--- src/rtl/drive_arbiter_pkg.sv ---
// Shared drive-train encodings for drive_arbiter: motor direction codes, arbiter FSM states
// and the duty-code width.
package drive_arbiter_pkg;

    localparam int DUTY_W = 2;

    // Direction code is {FWD, BWD} as presented to the PWM encoder.
    localparam logic [1:0] DIR_COAST   = 2'b00;
    localparam logic [1:0] DIR_BWD     = 2'b01;
    localparam logic [1:0] DIR_FWD     = 2'b10;
    localparam logic [1:0] DIR_ILLEGAL = 2'b11;

    typedef enum logic [1:0] {
        ST_IDLE    = 2'd0,
        ST_GRANT   = 2'd1,
        ST_RELEASE = 2'd2
    } arb_state_t;

    function automatic logic [1:0] sanitize_dir(input logic [1:0] d);
        return (d == DIR_ILLEGAL) ? DIR_COAST : d;
    endfunction

endpackage

--- src/rtl/drive_arbiter_motor_deadtime.sv ---
// One motor channel: applies commanded direction/duty, inserting coast dead-time on reversals.
// Optional duty soft-start is enabled with `define DRIVE_ARB_RAMP_EN.
module drive_arbiter_motor_deadtime
    import drive_arbiter_pkg::*;
#(
    parameter int DEADTIME_CYC = 100000,
    parameter int RAMP_CYC     = 250000
) (
    input  logic              clk,
    input  logic              rst_n,
    input  logic              active,
    input  logic              pause,
    input  logic [1:0]        cmd_dir,
    input  logic [DUTY_W-1:0] cmd_duty,
    output logic [1:0]        dir,
    output logic [DUTY_W-1:0] duty,
    output logic              dead_time,
    output logic              fault
);

    localparam int CNT_W = $clog2(DEADTIME_CYC + 1);

    if (DEADTIME_CYC < 1 || RAMP_CYC < 1) begin : g_param_check
        $error("drive_arbiter_motor_deadtime: DEADTIME_CYC and RAMP_CYC must be >= 1");
    end

    logic [CNT_W-1:0]  dt_cnt;
    logic [1:0]        c_dir;
    logic              illegal;
    logic              illegal_q;
    logic [DUTY_W-1:0] start_duty;
    logic [DUTY_W-1:0] run_duty;

    assign illegal = (cmd_dir == DIR_ILLEGAL);
    assign c_dir   = sanitize_dir(cmd_dir);

`ifdef DRIVE_ARB_RAMP_EN
    localparam int RAMP_W = $clog2(RAMP_CYC + 1);

    logic [RAMP_W-1:0] ramp_cnt;
    logic [RAMP_W-1:0] ramp_nxt;
    logic              steady;

    // Drive starts at the lowest non-zero code; increases step once per RAMP_CYC, decreases are immediate.
    always_comb begin
        start_duty = (cmd_duty == '0) ? '0 : DUTY_W'(1);
        run_duty   = duty;
        ramp_nxt   = '0;
        if (cmd_duty <= duty) begin
            run_duty = cmd_duty;
        end else if (ramp_cnt == RAMP_W'(RAMP_CYC - 1)) begin
            run_duty = duty + DUTY_W'(1);
        end else begin
            ramp_nxt = ramp_cnt + RAMP_W'(1);
        end
    end

    assign steady = active && !pause && !dead_time && (c_dir == dir) && (dir != DIR_COAST);

    always_ff @(posedge clk) begin
        if (!rst_n || !steady) ramp_cnt <= '0;
        else                   ramp_cnt <= ramp_nxt;
    end
`else
    assign start_duty = cmd_duty;
    assign run_duty   = cmd_duty;
`endif

    // Applied dir/duty register stage; dead-time counter runs only while the channel is owned.
    always_ff @(posedge clk) begin
        if (!rst_n || !active || pause) begin
            dir       <= DIR_COAST;
            duty      <= '0;
            dt_cnt    <= '0;
            dead_time <= 1'b0;
            illegal_q <= 1'b0;
            fault     <= 1'b0;
        end else begin
            fault     <= illegal && !illegal_q;
            illegal_q <= illegal;
            if (dead_time) begin
                if (c_dir == DIR_COAST) begin
                    dead_time <= 1'b0;
                    dt_cnt    <= '0;
                end else if (dt_cnt > CNT_W'(1)) begin
                    dt_cnt <= dt_cnt - CNT_W'(1);
                end else begin
                    dead_time <= 1'b0;
                    dt_cnt    <= '0;
                    dir       <= c_dir;
                    duty      <= start_duty;
                end
            end else if (c_dir == DIR_COAST) begin
                dir  <= DIR_COAST;
                duty <= '0;
            end else if (c_dir == dir) begin
                duty <= run_duty;
            end else if (dir == DIR_COAST) begin
                dir  <= c_dir;
                duty <= start_duty;
            end else begin
                dir       <= DIR_COAST;
                duty      <= '0;
                dt_cnt    <= CNT_W'(DEADTIME_CYC);
                dead_time <= 1'b1;
            end
        end
    end

endmodule

--- src/rtl/drive_arbiter.sv ---
// Grants the shared drive train to one direction controller and applies per-motor dead-time and Pause.
// Optional duty soft-start: `define DRIVE_ARB_RAMP_EN.
module drive_arbiter
    import drive_arbiter_pkg::*;
#(
    parameter int NUM_REQ      = 3,
    parameter int DEADTIME_CYC = 100000,
    parameter int RAMP_CYC     = 250000
) (
    input  logic                 clk,
    input  logic                 Reset,
    input  logic [NUM_REQ-1:0]   Req,
    input  logic [2*NUM_REQ-1:0] Cmd_DirA,
    input  logic [2*NUM_REQ-1:0] Cmd_DirB,
    input  logic [2*NUM_REQ-1:0] Cmd_DutyA,
    input  logic [2*NUM_REQ-1:0] Cmd_DutyB,
    input  logic                 Pause,
    output logic [NUM_REQ-1:0]   Grant,
    output logic                 FWD_A,
    output logic                 BWD_A,
    output logic                 FWD_B,
    output logic                 BWD_B,
    output logic [DUTY_W-1:0]    Duty_SelA,
    output logic [DUTY_W-1:0]    Duty_SelB,
    output logic [1:0]           DeadTime,
    output logic                 Cmd_Fault
);

    localparam int IDX_W = (NUM_REQ > 1) ? $clog2(NUM_REQ) : 1;

    arb_state_t       state, state_nxt;
    logic [IDX_W-1:0] owner, owner_nxt, pick_idx;
    logic             owner_req;
    logic             active;
    logic [1:0]       dir_a, dir_b;
    logic             dt_a, dt_b, fault_a, fault_b;

    // Fixed priority: lowest set index wins.
    always_comb begin
        pick_idx = '0;
        for (int i = NUM_REQ - 1; i >= 0; i--) begin
            if (Req[i]) pick_idx = IDX_W'(i);
        end
    end

    assign owner_req = Req[owner];
    assign active    = (state == ST_GRANT) && owner_req;

    always_comb begin
        state_nxt = state;
        owner_nxt = owner;
        case (state)
            ST_IDLE: begin
                if (|Req) begin
                    state_nxt = ST_GRANT;
                    owner_nxt = pick_idx;
                end
            end
            ST_GRANT:   if (!owner_req) state_nxt = ST_RELEASE;
            ST_RELEASE: state_nxt = ST_IDLE;
            default:    state_nxt = ST_IDLE;
        endcase
    end

    always_ff @(posedge clk) begin
        if (!Reset) begin
            state <= ST_IDLE;
            owner <= '0;
        end else begin
            state <= state_nxt;
            owner <= owner_nxt;
        end
    end

    always_comb begin
        Grant = '0;
        if (state == ST_GRANT) Grant[owner] = 1'b1;
    end

    // Only the owner's command slice reaches the motor channels.
    drive_arbiter_motor_deadtime #(
        .DEADTIME_CYC(DEADTIME_CYC),
        .RAMP_CYC    (RAMP_CYC)
    ) u_motor_a (
        .clk      (clk),
        .rst_n    (Reset),
        .active   (active),
        .pause    (Pause),
        .cmd_dir  (Cmd_DirA[{owner, 1'b0} +: 2]),
        .cmd_duty (Cmd_DutyA[{owner, 1'b0} +: DUTY_W]),
        .dir      (dir_a),
        .duty     (Duty_SelA),
        .dead_time(dt_a),
        .fault    (fault_a)
    );

    drive_arbiter_motor_deadtime #(
        .DEADTIME_CYC(DEADTIME_CYC),
        .RAMP_CYC    (RAMP_CYC)
    ) u_motor_b (
        .clk      (clk),
        .rst_n    (Reset),
        .active   (active),
        .pause    (Pause),
        .cmd_dir  (Cmd_DirB[{owner, 1'b0} +: 2]),
        .cmd_duty (Cmd_DutyB[{owner, 1'b0} +: DUTY_W]),
        .dir      (dir_b),
        .duty     (Duty_SelB),
        .dead_time(dt_b),
        .fault    (fault_b)
    );

    assign FWD_A     = dir_a[1];
    assign BWD_A     = dir_a[0];
    assign FWD_B     = dir_b[1];
    assign BWD_B     = dir_b[0];
    assign DeadTime  = {dt_b, dt_a};
    assign Cmd_Fault = fault_a | fault_b;

endmodule

--- config.mk ---
export PLATFORM = sky130hd
export DESIGN_NAME = drive_arbiter
export DESIGN_NICKNAME = d
export VERILOG_FILES = /design/src/rtl/drive_arbiter_pkg.sv /design/src/rtl/drive_arbiter_motor_deadtime.sv /design/src/rtl/drive_arbiter.sv
export SDC_FILE = /design/constraint.sdc
export NUM_CORES = 1
export LEC_CHECK = 0
export CELL_PAD_IN_SITES_DETAIL_PLACEMENT = 0
export CELL_PAD_IN_SITES_GLOBAL_PLACEMENT = 2
export CORE_UTILIZATION = 29
export CTS_CLUSTER_DIAMETER = 200
export DETAILED_ROUTE_END_ITERATION = 8
export PLACE_DENSITY = 0.85
export RECOVER_POWER = 100
export SYNTH_ARGS = -nofsm -noshare
export SYNTH_HDL_FRONTEND = slang
export SYNTH_SLANG_ARGS = --single-unit
--- constraint.sdc ---
create_clock -name clk -period 3.05 [get_ports clk]
set_clock_uncertainty 0.15 [all_clocks]
set_input_delay 0.305 -clock clk [delete_from_list [all_inputs] [get_ports clk]]
set_output_delay 0.305 -clock clk [all_outputs]
set_load 0.05 [all_outputs]
==> flow_summary.toml, run 1 <==
[outcome]
outcome = "complete, no violations"

[synthesis]
yosys-mux-area-fraction_pct = 2.832
synth_adder_area_share_pct = 3.934
ys_dominant_reg_cell = "dfxtp_1"
synth.avg_cell_area_um2 = 8.093
synth_sequential_area_ratio_pct = 32.73
synth_top_area_share_pct = 32.73
yosys_warnings = 0
synth_compound_area_share_pct = 26.67
synth_simple_gate_area_share_pct = 27.62
synth-xor-area-share_pct = 1.377
synth.net_count = 433
synth.cell_area_um2 = 3181
synth_top_family_by_area = "simple AND/OR/NAND/NOR gates"
synthDominantAreaCellType = "dfxtp_1"
postSynth.asyncResetShare_pct = 0
synth.top_cells.by_area = "dfxtp_1 (33%), ha_1 (3.9%), nor2_1 (3.7%)"
synth-edff-count = 0
ys_ff_latch = 52
synth.lib_cells_used.distinct = 60
syn_inst = 393

[sta]
finalCriticalPeriod_ns = 2.742
rsz0062_at_grt = "false"
final-hold-violation-count = 0
timing.fmax_mhz = 364.7
worstMarginPinSlew_ns = 0.5930
timing.slew.headroom_pct = 60.05
final_min_period_over_clock_period_pct = 89.89
tns_ns = 0
timing_max_transition_violations_final = 0
report.final.setup_viol = 0

[global_route]
overflow_left_after_global_routing = 0
total_routing_resource_utilization_after_global_routing_pct = 15.35
grt_pass1_wl_mm = 14.39
antenna_found_initial = 0
grt_start_max_net_pins = 26
via_count_of_the_first_global_routing_pass = 2902

[critical_path]
setup.reg_to_reg.worst_slack_ns = 0.31
critical_path.top_delay_family = "compound AO/OA/AOI/OAI gates"
critical_path.max_fanout = 9
critical_path_stages = 12
crit_buf_inv = 3
endpoint = "u_motor_b.dt_cnt[2]$_SDFFE_PP0P_"
critPathArrivalTime_ns = 2.81
worst-setup-path-type = "flop to flop"
max_stage_delay_ns = 0.42
cp_cell_sequence = "buf_4, mux2i_1, nor2_1, a21oi_1, inv_1, ha_1, nand2b_1, a21oi_1, a311oi_2, clkbuf_2, nand2_1, a31oi_1"
reg2reg_to = "u_motor_b.dt_cnt[2]$_SDFFE_PP0P_"
timing.rr.start = "owner[0]$_SDFFE_PN0P_"
critPathSlowestCell = "dfxtp_2"
critical_path.endpoint_type = "flop"
critical_path.startpoint = "owner[0]$_SDFFE_PN0P_"
cp-start-kind = "flop"
worstPathRequired_ns = 3.12
timing.critical_path.mode_cell = "a21oi_1"
worst_r2r_path_depth = 12

[power]
post-layout-total-power_mw = 1.362
leakagePower_nw = 1.453
ir_worst_vdd_v = 0.0001616
power.density_cell_area_nw_per_um2 = 349.8

[floorplanning]
num_io_pins = 44
initial_core_util_pct = 30.40
total_core_area_um2 = 10460
num_rows = 37
die_wd_um = 106.7
floorplan.die.height_um = 106.7
die-area_um2 = 11390

[finish]
antenna_cells_inserted = 0
design.final.nets = 482
area.growth.synth_to_final_pct = 22.38
multi_input_comb_area_um2 = 1989
fill_cells = 1120
sequential_cell_area_um2 = 1042
share_of_post_route_cells_with_drive_strength_above_1_pct = 8.371

[detailed_routing]
route.detailed.drc = 0
postRouteAntennaNets = 0
num_vias = 3144
routed_wire_length_mm = 8.504
wl_per_cell_um = 14.71
drt-pass1-iter-count = 4
avgViaCountPerCell = 5.439
drtIter0Drc = 151

[cts]
clk_latency_ns = 0.30
cts_tree = "done"
tritoncts.num_buffers = 5
cts.htree.levels = 2
worst_setup_hold_path_clk_slew_ns = 0.10
post_cts_hold_buffer_count = 0
root_buffer = "clkbuf_8"
cts_num_sinks = 52
buffers_from_clock_root_to_sink_at_most = 2

[placed_design]
dpl.hpwl_mm = 6.241
total_of_buffers_placed_on_input_and_output_ports = 43
globalplace.congestion = 0.7913

[min_path]
hold_class = "flop to flop"

[run]
cap_viol_max_count = 0
[logic make-up after synthesis]
family / after synthesis
xor gates and xnor gates: 5
DFF: 52
AOI/OAI and AO/OA: 124
buffers and inverters: 36
muxes: 9
and+or+nand+nor: 157
adders and majority gates: 10
[cell usage after synthesis, types with 10 or more instances]
cell type and instances:
dfxtp_1 52, nor2_1 31, a21oi_1 23, a31oi_1 16, nor4_1 10, ha_1 10, o21ai_0 21, nand3_1 18
nor3_1 19, inv_1 16, clkbuf_1 12, nand2_1 21
[flip-flops by register name, summed over array words and instances, names as in the netlist]
signal / count
u_motor_a.illegal_q: 1
owner: 2
u_motor_b.illegal_q: 1
u_motor_a.dir: 2
u_motor_b.dt_cnt: 17
u_motor_b.duty: 2
u_motor_b.dir: 2
u_motor_a.duty: 2
u_motor_a.dt_cnt: 17
u_motor_b.fault: 1
state: 2
u_motor_b.dead_time: 1
u_motor_a.dead_time: 1
u_motor_a.fault: 1
[layout by cell type (no fill, tap or decap), types with 4 or more instances in the layout]
cell type	count
nand2b_1	8
mux2i_1	9
o21a_1	4
o31ai_1	6
clkdlybuf4s50_1	29
and3_1	5
dlygate4sd3_1	14
a21boi_0	7
nor2b_1	4
nor4_1	10
ha_1	10
o211ai_1	4
clkbuf_1	7
clkbuf_8	6
o2111ai_1	4
a211o_1	4
a31oi_1	16
nand3_1	18
nand2_1	21
or3_1	8
or4_1	6
inv_1	16
nor3_1	19
buf_4	9
o21ai_0	21
xnor2_1	5
a211oi_1	8
nor2_1	31
dfxtp_1	51
a21oi_1	23
[per-layer routing]
layer	global-route usage, %	routed length, µm
met1	21.83	4342
met2	24.65	3822
met3	2.310	296
met4	2.740	43
met5	0	0
[where the power goes]
group	switching, mW	internal [mW]
Combinational	0.146	0.108
Sequential	0.00673	0.685
Clock	0.233	0.182
Total	0.386	0.975
[layout make-up]
type	instances	share of cell area (%)
Multi-Input combinational cell	305	51.11
Sequential cell	52	26.78
Timing Repair Buffer	62	13.85
Tap cell	136	4.372
Clock buffer	6	2.122
Inverter	16	1.543
Clock inverter	1	0.2250
[stage by stage]
stage | cells | hold WS, ns | utilization [%] | worst slack (ns) | instance area (µm²)
after floorplan | 393 | 0.2174 | - | 0.05501 | 3187
after global placement | 571 | 0.2212 | 36.67 | 0.2203 | 3836
after detailed placement | 571 | 0.2291 | 36.67 | 0.1595 | 3836
after CTS | 578 | 0.2431 | 37.54 | 0.1524 | 3928
after global routing | 578 | 0.2571 | 37.20 | 0.08009 | 3892
final | 578 | 0.2414 | 37.20 | 0.3083 | 3892
[timing repair]
item,4_1_cts,5_1_grt
endpoints found under the setup margin,0,11
setup buffers,0,0
resized for setup,0,2
[worst min-delay path by stage]
stage / slack (ns) / startpoint / cells past startpoint / to
after floorplan: 0.22 / u_motor_a.illegal_q$_SDFF_PP0_ / 1 / u_motor_a.fault$_SDFF_PP0_
after detailed placement: 0.23 / u_motor_b.illegal_q$_SDFF_PP0_ / 1 / u_motor_b.fault$_SDFF_PP0_
after CTS: 0.24 / u_motor_b.illegal_q$_SDFF_PP0_ / 1 / u_motor_b.fault$_SDFF_PP0_
after global routing: 0.26 / u_motor_b.illegal_q$_SDFF_PP0_ / 1 / u_motor_b.fault$_SDFF_PP0_
final: 0.24 / u_motor_b.illegal_q$_SDFF_PP0_ / 1 / u_motor_b.fault$_SDFF_PP0_
after global placement: 0.22 / u_motor_a.illegal_q$_SDFF_PP0_ / 1 / u_motor_a.fault$_SDFF_PP0_
(Power assumes the default switching activity.)
==> run 2, diff against run 1 <==
Settings changed: SLEW_MARGIN from default to 0.
==> results of run 2 <==
Same layout as run 1: the final DEF is identical, and so are final timing and power.
==> run 3, diff against run 2 <==
Settings changed: ABC_CLOCK_PERIOD_IN_PS from default to 3050.
==> results of run 3 <==
Same layout as run 1: the final DEF is identical, and so are final timing and power.
